[src/rtl/dmac_channel_engine.sv]
// DMA channel: alternating read/write bursts through an internal FIFO. Optional circular mode under DMAC_CIRCULAR_EN.
// Latency: first beat request one cycle after start; one beat per cycle while m_ready is high.
// Backpressure: m_ready low holds m_req/m_addr/m_wdata; abort cancels at the next edge and flushes the FIFO.

module dmac_fifo #(
  parameter int W     = 32,
  parameter int DEPTH = 16
) (
  input  logic         clk,
  input  logic         rst,
  input  logic         flush,
  input  logic         push,
  input  logic [W-1:0] din,
  input  logic         pop,
  output logic [W-1:0] dout
);
  localparam int AW = (DEPTH > 1) ? $clog2(DEPTH) : 1;

  logic [W-1:0]  mem [DEPTH];
  logic [AW-1:0] wr_ptr, rd_ptr;

  // Pointers wrap naturally; the sequencer never pushes more than DEPTH before draining.
  always_ff @(posedge clk or negedge rst) begin
    if (!rst) begin
      wr_ptr <= '0;
      rd_ptr <= '0;
      for (int i = 0; i < DEPTH; i++) mem[i] <= '0;
    end else if (flush) begin
      wr_ptr <= '0;
      rd_ptr <= '0;
    end else begin
      if (push) begin
        mem[wr_ptr] <= din;
        wr_ptr      <= wr_ptr + AW'(1);
      end
      if (pop) rd_ptr <= rd_ptr + AW'(1);
    end
  end

  assign dout = mem[rd_ptr];
endmodule

module dmac_channel_engine #(
  parameter int DATA_W     = 32,
  parameter int ADDR_W     = 32,
  parameter int CNT_W      = 16,
  parameter int FIFO_DEPTH = 16
) (
  input  logic              clk,
  input  logic              rst,
  input  logic              start,
  input  logic              abort,
  input  logic [ADDR_W-1:0] src_addr,
  input  logic [ADDR_W-1:0] dst_addr,
  input  logic [CNT_W-1:0]  xfer_size,
  input  logic [CNT_W-1:0]  burst_size,
  input  logic [1:0]        beat_size,
  input  logic              src_fixed,
  input  logic              dst_fixed,
`ifdef DMAC_CIRCULAR_EN
  input  logic              circ,
`endif
  output logic              m_req,
  output logic              m_write,
  output logic [ADDR_W-1:0] m_addr,
  output logic [1:0]        m_size,
  output logic [DATA_W-1:0] m_wdata,
  input  logic [DATA_W-1:0] m_rdata,
  input  logic              m_ready,
  output logic              busy,
  output logic              done,
  output logic              aborted,
  output logic [CNT_W-1:0]  remaining
);
  localparam logic [1:0] S_IDLE = 2'd0;
  localparam logic [1:0] S_RD   = 2'd1;
  localparam logic [1:0] S_WR   = 2'd2;
  localparam logic [1:0] S_DONE = 2'd3;

  localparam logic [CNT_W-1:0] DEPTH_C = CNT_W'(FIFO_DEPTH);
  localparam logic [CNT_W-1:0] ONE_C   = CNT_W'(1);

  logic [1:0]        state;
  logic [ADDR_W-1:0] src_cur, dst_cur, src_step, dst_step;
  logic [CNT_W-1:0]  burst_q, burst_len, beat_cnt, remaining_q, burst_eff;
  logic [1:0]        size_q;
  logic              src_fx, dst_fx, aborted_q;
  logic              abort_ok, beat_ok, last_beat;
  logic              fifo_flush, fifo_push, fifo_pop;
  logic [DATA_W-1:0] fifo_head;
`ifdef DMAC_CIRCULAR_EN
  logic              circ_q;
  logic [ADDR_W-1:0] src_base, dst_base;
  logic [CNT_W-1:0]  xfer_q;
`endif

  function automatic logic [CNT_W-1:0] min_cnt(input logic [CNT_W-1:0] a, input logic [CNT_W-1:0] b);
    return (a < b) ? a : b;
  endfunction

  // Abort outranks any beat completing in the same cycle, so that beat is not consumed.
  assign abort_ok  = abort && (state != S_IDLE);
  assign beat_ok   = m_req && m_ready && !abort_ok;
  assign last_beat = (beat_cnt == burst_len - ONE_C);
  assign burst_eff = (burst_size == '0) ? ONE_C : (burst_size > DEPTH_C) ? DEPTH_C : burst_size;
  assign src_step  = src_fx ? '0 : (ADDR_W'(1) << size_q);
  assign dst_step  = dst_fx ? '0 : (ADDR_W'(1) << size_q);

  assign m_req     = (state == S_RD) || (state == S_WR);
  assign m_write   = (state == S_WR);
  assign m_addr    = (state == S_WR) ? dst_cur : (state == S_RD) ? src_cur : '0;
  assign m_size    = size_q;
  assign m_wdata   = m_write ? fifo_head : '0;
  assign busy      = (state != S_IDLE);
  assign done      = (state == S_DONE);
  assign aborted   = aborted_q;
  assign remaining = remaining_q;

  assign fifo_flush = abort_ok;
  assign fifo_push  = beat_ok && (state == S_RD);
  assign fifo_pop   = beat_ok && (state == S_WR);

  dmac_fifo #(.W(DATA_W), .DEPTH(FIFO_DEPTH)) u_fifo (
    .clk   (clk),
    .rst   (rst),
    .flush (fifo_flush),
    .push  (fifo_push),
    .din   (m_rdata),
    .pop   (fifo_pop),
    .dout  (fifo_head)
  );

  always_ff @(posedge clk or negedge rst) begin
    if (!rst) begin
      state       <= S_IDLE;
      src_cur     <= '0;
      dst_cur     <= '0;
      burst_q     <= '0;
      burst_len   <= '0;
      beat_cnt    <= '0;
      remaining_q <= '0;
      size_q      <= '0;
      src_fx      <= 1'b0;
      dst_fx      <= 1'b0;
      aborted_q   <= 1'b0;
`ifdef DMAC_CIRCULAR_EN
      circ_q      <= 1'b0;
      src_base    <= '0;
      dst_base    <= '0;
      xfer_q      <= '0;
`endif
    end else begin
      aborted_q <= 1'b0;
      if (abort_ok) begin
        state     <= S_IDLE;
        beat_cnt  <= '0;
        aborted_q <= 1'b1;
      end else begin
        case (state)
          S_IDLE: if (start) begin
            src_cur     <= src_addr;
            dst_cur     <= dst_addr;
            burst_q     <= burst_eff;
            burst_len   <= min_cnt(burst_eff, xfer_size);
            beat_cnt    <= '0;
            remaining_q <= xfer_size;
            size_q      <= beat_size;
            src_fx      <= src_fixed;
            dst_fx      <= dst_fixed;
`ifdef DMAC_CIRCULAR_EN
            circ_q      <= circ;
            src_base    <= src_addr;
            dst_base    <= dst_addr;
            xfer_q      <= xfer_size;
`endif
            state       <= (xfer_size == '0) ? S_DONE : S_RD;
          end
          S_RD: if (beat_ok) begin
            src_cur <= src_cur + src_step;
            if (last_beat) begin
              beat_cnt <= '0;
              state    <= S_WR;
            end else begin
              beat_cnt <= beat_cnt + ONE_C;
            end
          end
          S_WR: if (beat_ok) begin
            dst_cur     <= dst_cur + dst_step;
            remaining_q <= remaining_q - ONE_C;
            if (last_beat) begin
              beat_cnt  <= '0;
              burst_len <= min_cnt(burst_q, remaining_q - ONE_C);
              state     <= (remaining_q == ONE_C) ? S_DONE : S_RD;
            end else begin
              beat_cnt <= beat_cnt + ONE_C;
            end
          end
          S_DONE: begin
`ifdef DMAC_CIRCULAR_EN
            if (circ_q) begin
              src_cur     <= src_base;
              dst_cur     <= dst_base;
              remaining_q <= xfer_q;
              burst_len   <= min_cnt(burst_q, xfer_q);
              beat_cnt    <= '0;
              state       <= (xfer_q == '0) ? S_DONE : S_RD;
            end else begin
              state <= S_IDLE;
            end
`else
            state <= S_IDLE;
`endif
          end
          default: state <= S_IDLE;
        endcase
      end
    end
  end
endmodule
[config.mk]
export PLATFORM = sky130hd
export DESIGN_NAME = dmac_channel_engine
export DESIGN_NICKNAME = d
export VERILOG_FILES = /design/src/rtl/dmac_channel_engine.sv
export SDC_FILE = /design/constraint.sdc
export NUM_CORES = 1
export LEC_CHECK = 0
export CORE_UTILIZATION = 49
export DETAILED_ROUTE_END_ITERATION = 6
export PLACE_DENSITY = 0.64
export SETUP_SLACK_MARGIN = 0.3
export SLEW_MARGIN = 20
export SYNTH_ARGS = -nofsm -noshare
export SYNTH_HDL_FRONTEND = slang
export SYNTH_SLANG_ARGS = --single-unit
[constraint.sdc]
create_clock -name clk -period 4.9 [get_ports clk]
set_input_delay 1.47 -clock clk [delete_from_list [all_inputs] [get_ports clk]]
set_output_delay 1.47 -clock clk [all_outputs]
set_load 0.1 [all_outputs]
==> results.txt, run 1 <==
Run status -> finished clean
Num Clock Sinks -> 655
First-pass GRT wire length -> 136 mm
Max VDD drop -> 373 µV
Final cell utilization of the core -> 59.7%
Minimum clock period -> 4.51 ns
Power Internal -> 12.8 mW
Slowest stage delay, CP -> 0.56 ns
CP Data Required Time -> 3.43 ns
Final period util -> 92.0%
Arrival time at the worst endpoint -> 3.04 ns
Clock Path Buffers -> 3
FMAX -> 0.222 GHz
Layout area overhead -> 19.5%
Vias in the first global route -> 23100
Die Footprint -> 0.0685 mm²
Final hold slack -> 0.487 ns
Final instance area -> 0.0395 mm²
Total CTS buffers -> 71
Psw -> 8.24 mW
Number of max-cap violations -> 0
CP max-delay cell -> mux4_2
Crit path max-delay family -> multiplexers
Drt pass-1 iters -> 7
Placer Congestion -> 0.880
Most frequent cell after synthesis -> dfrtp_1
Synth Warn # -> 0
CTS tree -> done
Initial DRC count -> 1566
Num rows -> 94
Via/cell ratio -> 6.09
Synth Register Bits -> 655
Post-synth EDFFs -> 0
Slew headroom -> 26.1%
Clock Skew -> 0.0132 ns
Final slew viol count -> 0
Setup violations, final -> 0
Maximum fanout along the worst path -> 38
Hpwl dp -> 56.7 mm
DR DRC count -> 0
Commonest cells in the netlist -> dfrtp_1, mux2_2, mux4_2
Final setup TNS -> 0 ns
Met1 Use GR -> 35.7%
Post-placement cell area -> 0.0370 mm²
RSZ-0062 raised after global routing -> no
Initial antenna violation count -> 8
Die Wd -> 262 µm
Pleak -> 18.2 nW
Yosys top cell by area -> dfrtp_1
Met3 global-route usage -> 3.58%
GR Overflow Total -> 0
PortBufs -> 223
Pwr/cell area -> 532 mW/mm²
Unique masters post-synth -> 72
Comb pwr share -> 39.4%
Switching Fraction -> 39.2%
ANT nets after route -> 0
Sequential area share after synthesis -> 49.6%
Ys async rst share -> 100%
H-tree depth -> 3
Buf/Inv on CP -> 2
Per-cell routed wire length -> 23.9 µm
Clock latency on the worst-skew pair -> 0.62 ns
Worst Tran Pin Value -> 1.10 ns
Clock root buffer -> clkbuf_16
Setup crit end kind -> output pin
Share of layout cells above drive strength 1 -> 34.8%
Core area -> 0.0662 mm²
Chip height -> 262 µm
Clk pwr share -> 26.7%
Cell count after synthesis -> 2576
Syn_area_per_cell -> 12.8 µm²
Final Hold Vio Count -> 0
Initial core utilization -> 50.0%
I/O pin total -> 224
Worst setup path class -> flip-flop to output pin
Busiest grt layer -> met2
Final wirelength -> 88.4 mm
Synthesized area -> 0.0331 mm²
CP cell instances -> buf_16 -> mux4_2 -> mux4_2 -> and2_1 -> buf_4
Met2 GRT Util -> 42.7%
Via count -> 22500
Nets -> 2957
Largest net degree at the start of global routing -> 93
Post-synth top flop -> dfrtp_1
Total track usage -> 26.2%
Cell mode on critical path -> mux4_2
Area fraction of the dominant cell type after synthesis -> 49.6%
Min-Delay Path Class -> flip-flop to flip-flop
Worst Setup Start Kind -> flip-flop
Synth area leaders -> dfrtp_1, mux2_2, mux4_2
Reg power frac -> 33.8%
Clk pin slew, worst setup/hold paths -> 0.06 ns
## power by group through the flow
stage / clock network, mW / logic [mW] / registers (mW)
5_1_grt: 5.94 / 8.81 / 7.22
3_5_place_dp: 0 / 8.21 / 7.20
3_3_place_gp: 0 / 8.07 / 7.14
6_report: 5.62 / 8.28 / 7.11
4_1_cts: 5.74 / 8.32 / 7.08
2_1_floorplan: 0 / 5.36 / 7.38
## metrics by stage
stage	setup WS (ns)	std cells	power [mW]
2_1_floorplan	0.362	2586	12.7
3_3_place_gp	0.262	3553	15.2
3_5_place_dp	0.149	3553	15.4
4_1_cts	0.339	3688	21.1
5_1_grt	0.309	3694	22.0
6_report	0.392	3695	21.0
## placed cells by master, fill, tap and decap left out, types with 19 or more instances in the layout
master	count
clkbuf_16	72
mux2_2	521
mux4_2	160
a22oi_1	26
nand2_2	19
ha_1	50
and3_1	20
inv_1	88
a21oi_1	88
nand3_1	50
and2_1	52
nor2_1	69
mux2i_1	36
clkdlybuf4s50_1	157
dfrtp_1	651
o21ai_0	111
buf_12	62
xnor2_1	28
nor3_1	35
nand2_1	115
buf_4	77
a31oi_1	28
a22o_1	30
## cell families (layout without fill, tap and decap cells)
kind of cell | Yosys count | count (layout) | synth area share, %
xor+xnor | 40 | 40 | 1.06
fa+ha+maj | 53 | 53 | 2.05
buf+inv | 281 | 519 | 3.28
compound gates | 386 | 386 | 7.57
mux | 717 | 717 | 29.7
other cells | 1 | 18 | 0.0113
simple gates | 443 | 443 | 6.76
flops | 655 | 655 | 49.6
## cell type report
type	count	area, µm²
fillers	5144	26700
flip-flops and latches	655	16400
multi-input cells	1650	15700
repair buffers	300	3480
clock buffers	104	2090
well taps	864	1080
clock inverters	26	372
inverters	89	334
diodes	7	17.5
## path summary, 6_finish.rpt
kind	from	end	slack [ns]	depth (start not counted)
max in group asynchronous	rst	u_fifo.mem[176]	3.04	3
hold reg to reg	dst_cur[31]	dst_cur[31]	0.49	1
hold / removal	dst_cur[31]	dst_cur[31]	0.49	1
setup reg to reg	remaining[6]	burst_len[12]	0.52	15
min in group asynchronous	rst	beat_cnt[5]	0.80	1
setup / recovery	u_fifo.rd_ptr[0]	m_wdata[9]	0.39	5
## timing repair
item,4_1_cts,5_1_grt
hold buffers,0,0
hold endpoints to repair,0,0
endpoints found under the setup margin,28,13
resized for setup,2,2
setup buffers,5,0
## layer usage
layer / vias up / wire, µm / share of wire [%]
met4: 2 / 2700 / 3.1
met3: 162 / 4610 / 5.2
met1: 11700 / 37600 / 43
met2: 649 / 43500 / 49
met5: - / 13 / 0.015
li1: 9970 / - / -
## state kept, by name, indices dropped and copies added (netlist names), 2 cells and up
name,count
u_fifo.mem,512
dst_cur,32
src_cur,32
beat_cnt,16
burst_len,16
burst_q,16
remaining,16
u_fifo.rd_ptr,4
u_fifo.wr_ptr,4
m_size,2
state,2
Note: power is estimated with default switching activity, not from simulation.
==> run 2, diff against run 1 <==
--- a/config.mk
+++ b/config.mk
@@ -8,4 +8,5 @@
 export CORE_UTILIZATION = 49
 export DETAILED_ROUTE_END_ITERATION = 6
+export HOLD_SLACK_MARGIN = 0.12
 export PLACE_DENSITY = 0.64
 export SETUP_SLACK_MARGIN = 0.3
==> constraint.sdc (replaced) <==
create_clock -name clk -period 4.9 [get_ports clk]
set_input_delay 1.47 -clock clk [delete_from_list [all_inputs] [get_ports clk]]
set_output_delay 1.47 -clock clk [all_outputs]
set_load 0.01 [all_outputs]
==> run 2 against run 1 <==
Effect of this change:
- the flow now finishes with violations (DRC)
- critical path depth is 3 higher
- worst setup slack lost 0.041 ns
- global-route usage grew 0.50 points
- sequential cell count did not move
- maximum frequency shrank 0.90%
- register-to-register slack gained 0.03 ns
- via count increased by 0.73%
- sequential share of layout area shrank 0.11 points
- non-clock buffer count grew 43
- clock power down 3%
- first-iteration DRC count increased by 11%
- final area rose by 0.26%
- largest power group is now sequential cells
==> results.txt, run 2 (same netlist as run 1, synthesis figures left out) <==
ANT nets after route -> 0
CP Data Required Time -> 3.43 ns
Total CTS buffers -> 72
Via count -> 22700
Initial antenna violation count -> 9
Slew headroom -> 29.6%
Max FFs per register -> 512
Chip height -> 262 µm
Arrival time at the worst endpoint -> 3.08 ns
Worst Hold Launch -> dst_cur[30]
Die Wd -> 262 µm
Fill cell count -> 5224
CTS tree -> done
Pwr/cell area -> 473 mW/mm²
Setup violations, final -> 0
Final wirelength -> 90.0 mm
Pleak -> 18.5 nW
Per-cell routed wire length -> 24.1 µm
Die Footprint -> 0.0685 mm²
Final slew viol count -> 0
Drt pass-1 iters -> 7
Nets -> 3001
GR Overflow Total -> 0
Maximum fanout along the worst path -> 11
Commonest non-fill, non-tap cells in the layout -> dfrtp_1, mux2_2, clkdlybuf4s50_1
Initial DRC count -> 1732
Register Area -> 0.0164 mm²
Clock root buffer -> clkbuf_16
Vias in the first global route -> 23300
R2R setup slack -> 0.55 ns
Num Clock Sinks -> 655
Min-Delay Path Class -> flip-flop to flip-flop
Hpwl dp -> 56.2 mm
Number of max-cap violations -> 0
FMAX -> 0.220 GHz
R2r worst-path depth -> 14
Clk pin slew, worst setup/hold paths -> 0.06 ns
Max VDD drop -> 303 µV
Run status -> finished, violations left
Final period util -> 92.8%
Final cell utilization of the core -> 59.8%
Worst Tran Pin Value -> 1.05 ns
R2R Path Start -> remaining[6]
Most common cell after layout, fill and taps aside -> dfrtp_1
Clock latency on the worst-skew pair -> 0.62 ns
Clock Path Buffers -> 3
Num rows -> 94
DR DRC count -> 4
Failing checks -> DRC
First-pass GRT wire length -> 139 mm
I/O pin total -> 224
PortBufs -> 223
Minimum clock period -> 4.55 ns
Via/cell ratio -> 6.07
RSZ-0062 raised after global routing -> yes
Largest net degree at the start of global routing -> 101
Worst Setup Start Kind -> flip-flop
Final hold slack -> 0.493 ns
Clock Skew -> 0.0159 ns
Final setup TNS -> 0 ns
Setup crit end kind -> output pin
Worst setup path class -> flip-flop to output pin
H-tree depth -> 3
Placer Congestion -> 0.884
Hold Path Depth -> 1
Layout area overhead -> 19.8%
Hold endpoint -> dst_cur[30]
Share of layout cells above drive strength 1 -> 33.4%
R2R Path End -> burst_len[3]
Area taken by multi-input logic gates -> 0.0157 mm²
Top reg by flops -> u_fifo.mem
Biggest regs -> u_fifo.mem x512, dst_cur x32, src_cur x32
Initial core utilization -> 50.0%
Total track usage -> 26.7%
Final Hold Vio Count -> 0
Core area -> 0.0662 mm²
Power, Total -> 18.8 mW
run 2: changes by cell type in the layout (fill, tap and decap cells not counted), sizes merged:
cell	before	now
inv	92	89
clkinvlp	1	0
bufinv	7	6
buf	143	118
dlygate4sd2	0	12
clkinv	15	19
diode	7	6
clkdlybuf4s50	157	192
clkdlybuf4s15	0	1
bufbuf	0	2
clkbuf	104	105
dlymetal6s2s	0	14
run 2: layout make-up:
cell class                 instances  share of cell area [%]
antenna                            6                  0.0379
clock buffer                     101                    5.11
clock inverter                    25                   0.853
inverter                          89                   0.843
multi-input combinational       1650                    39.7
sequential                       655                    41.4
tap                              864                    2.73
timing repair buffer             343                    9.30
run 2: where the power goes:
part           internal [mW]  switching (mW)
logic                   3.14            3.08
clock network           3.21            2.24
registers               6.22           0.863
total                   12.6            6.19
run 2: how the worst max path moves through the flow:
stage | startpoint | end | slack, ns | cells past startpoint
after floorplan | burst_size[10] | burst_len[10] | 0.85 | 14
after global placement | burst_size[9] | burst_len[14] | 0.12 | 14
after CTS | u_fifo.rd_ptr[0] | m_wdata[15] | 0.16 | 6
final | u_fifo.rd_ptr[0] | m_wdata[2] | 0.35 | 8
after global routing | u_fifo.rd_ptr[0] | m_wdata[2] | 0.28 | 8
after detailed placement | burst_size[6] | burst_len[5] | 0.08 | 14
run 2: metrics by stage:
step                std cells  setup slack (ns)  cell area (µm²)
finish                   3733             0.351            39600
global route             3733             0.275            39600
CTS                      3698             0.157            39300
detailed placement       3557            0.0820            36700
global placement         3557             0.123            36700
floorplan                2586             0.852            33100
run 2: layer usage:
| metal | global-route usage, % | vias up | share of wire [%] |
|---|---|---|---|
| met5 | 0 | - | 0.038 |
| met4 | 7.85 | 4 | 2.6 |
| met3 | 3.65 | 155 | 4.7 |
| met2 | 44.9 | 618 | 50 |
| met1 | 36.1 | 11900 | 42 |
| li1 | - | 10000 | - |
run 2: critical path, cell delays in order (launching register included):
cell            delay (ns)
dfrtp_4               0.56
buf_6                 0.17
buf_16                0.15
buf_4                 0.15
buf_4                 0.13
mux4_2                0.42
mux4_2                0.49
and2_1                0.21
dlymetal6s2s_1        0.18
run 2: what timing repair did:
item                                    in CTS  in global routing
hold buffers                                 0                  0
setup buffers                                9                 28
hold endpoints to repair                     0                  0
resized for setup                           27                 27
endpoints found under the setup margin      32                 31
cloned                                       6                  1
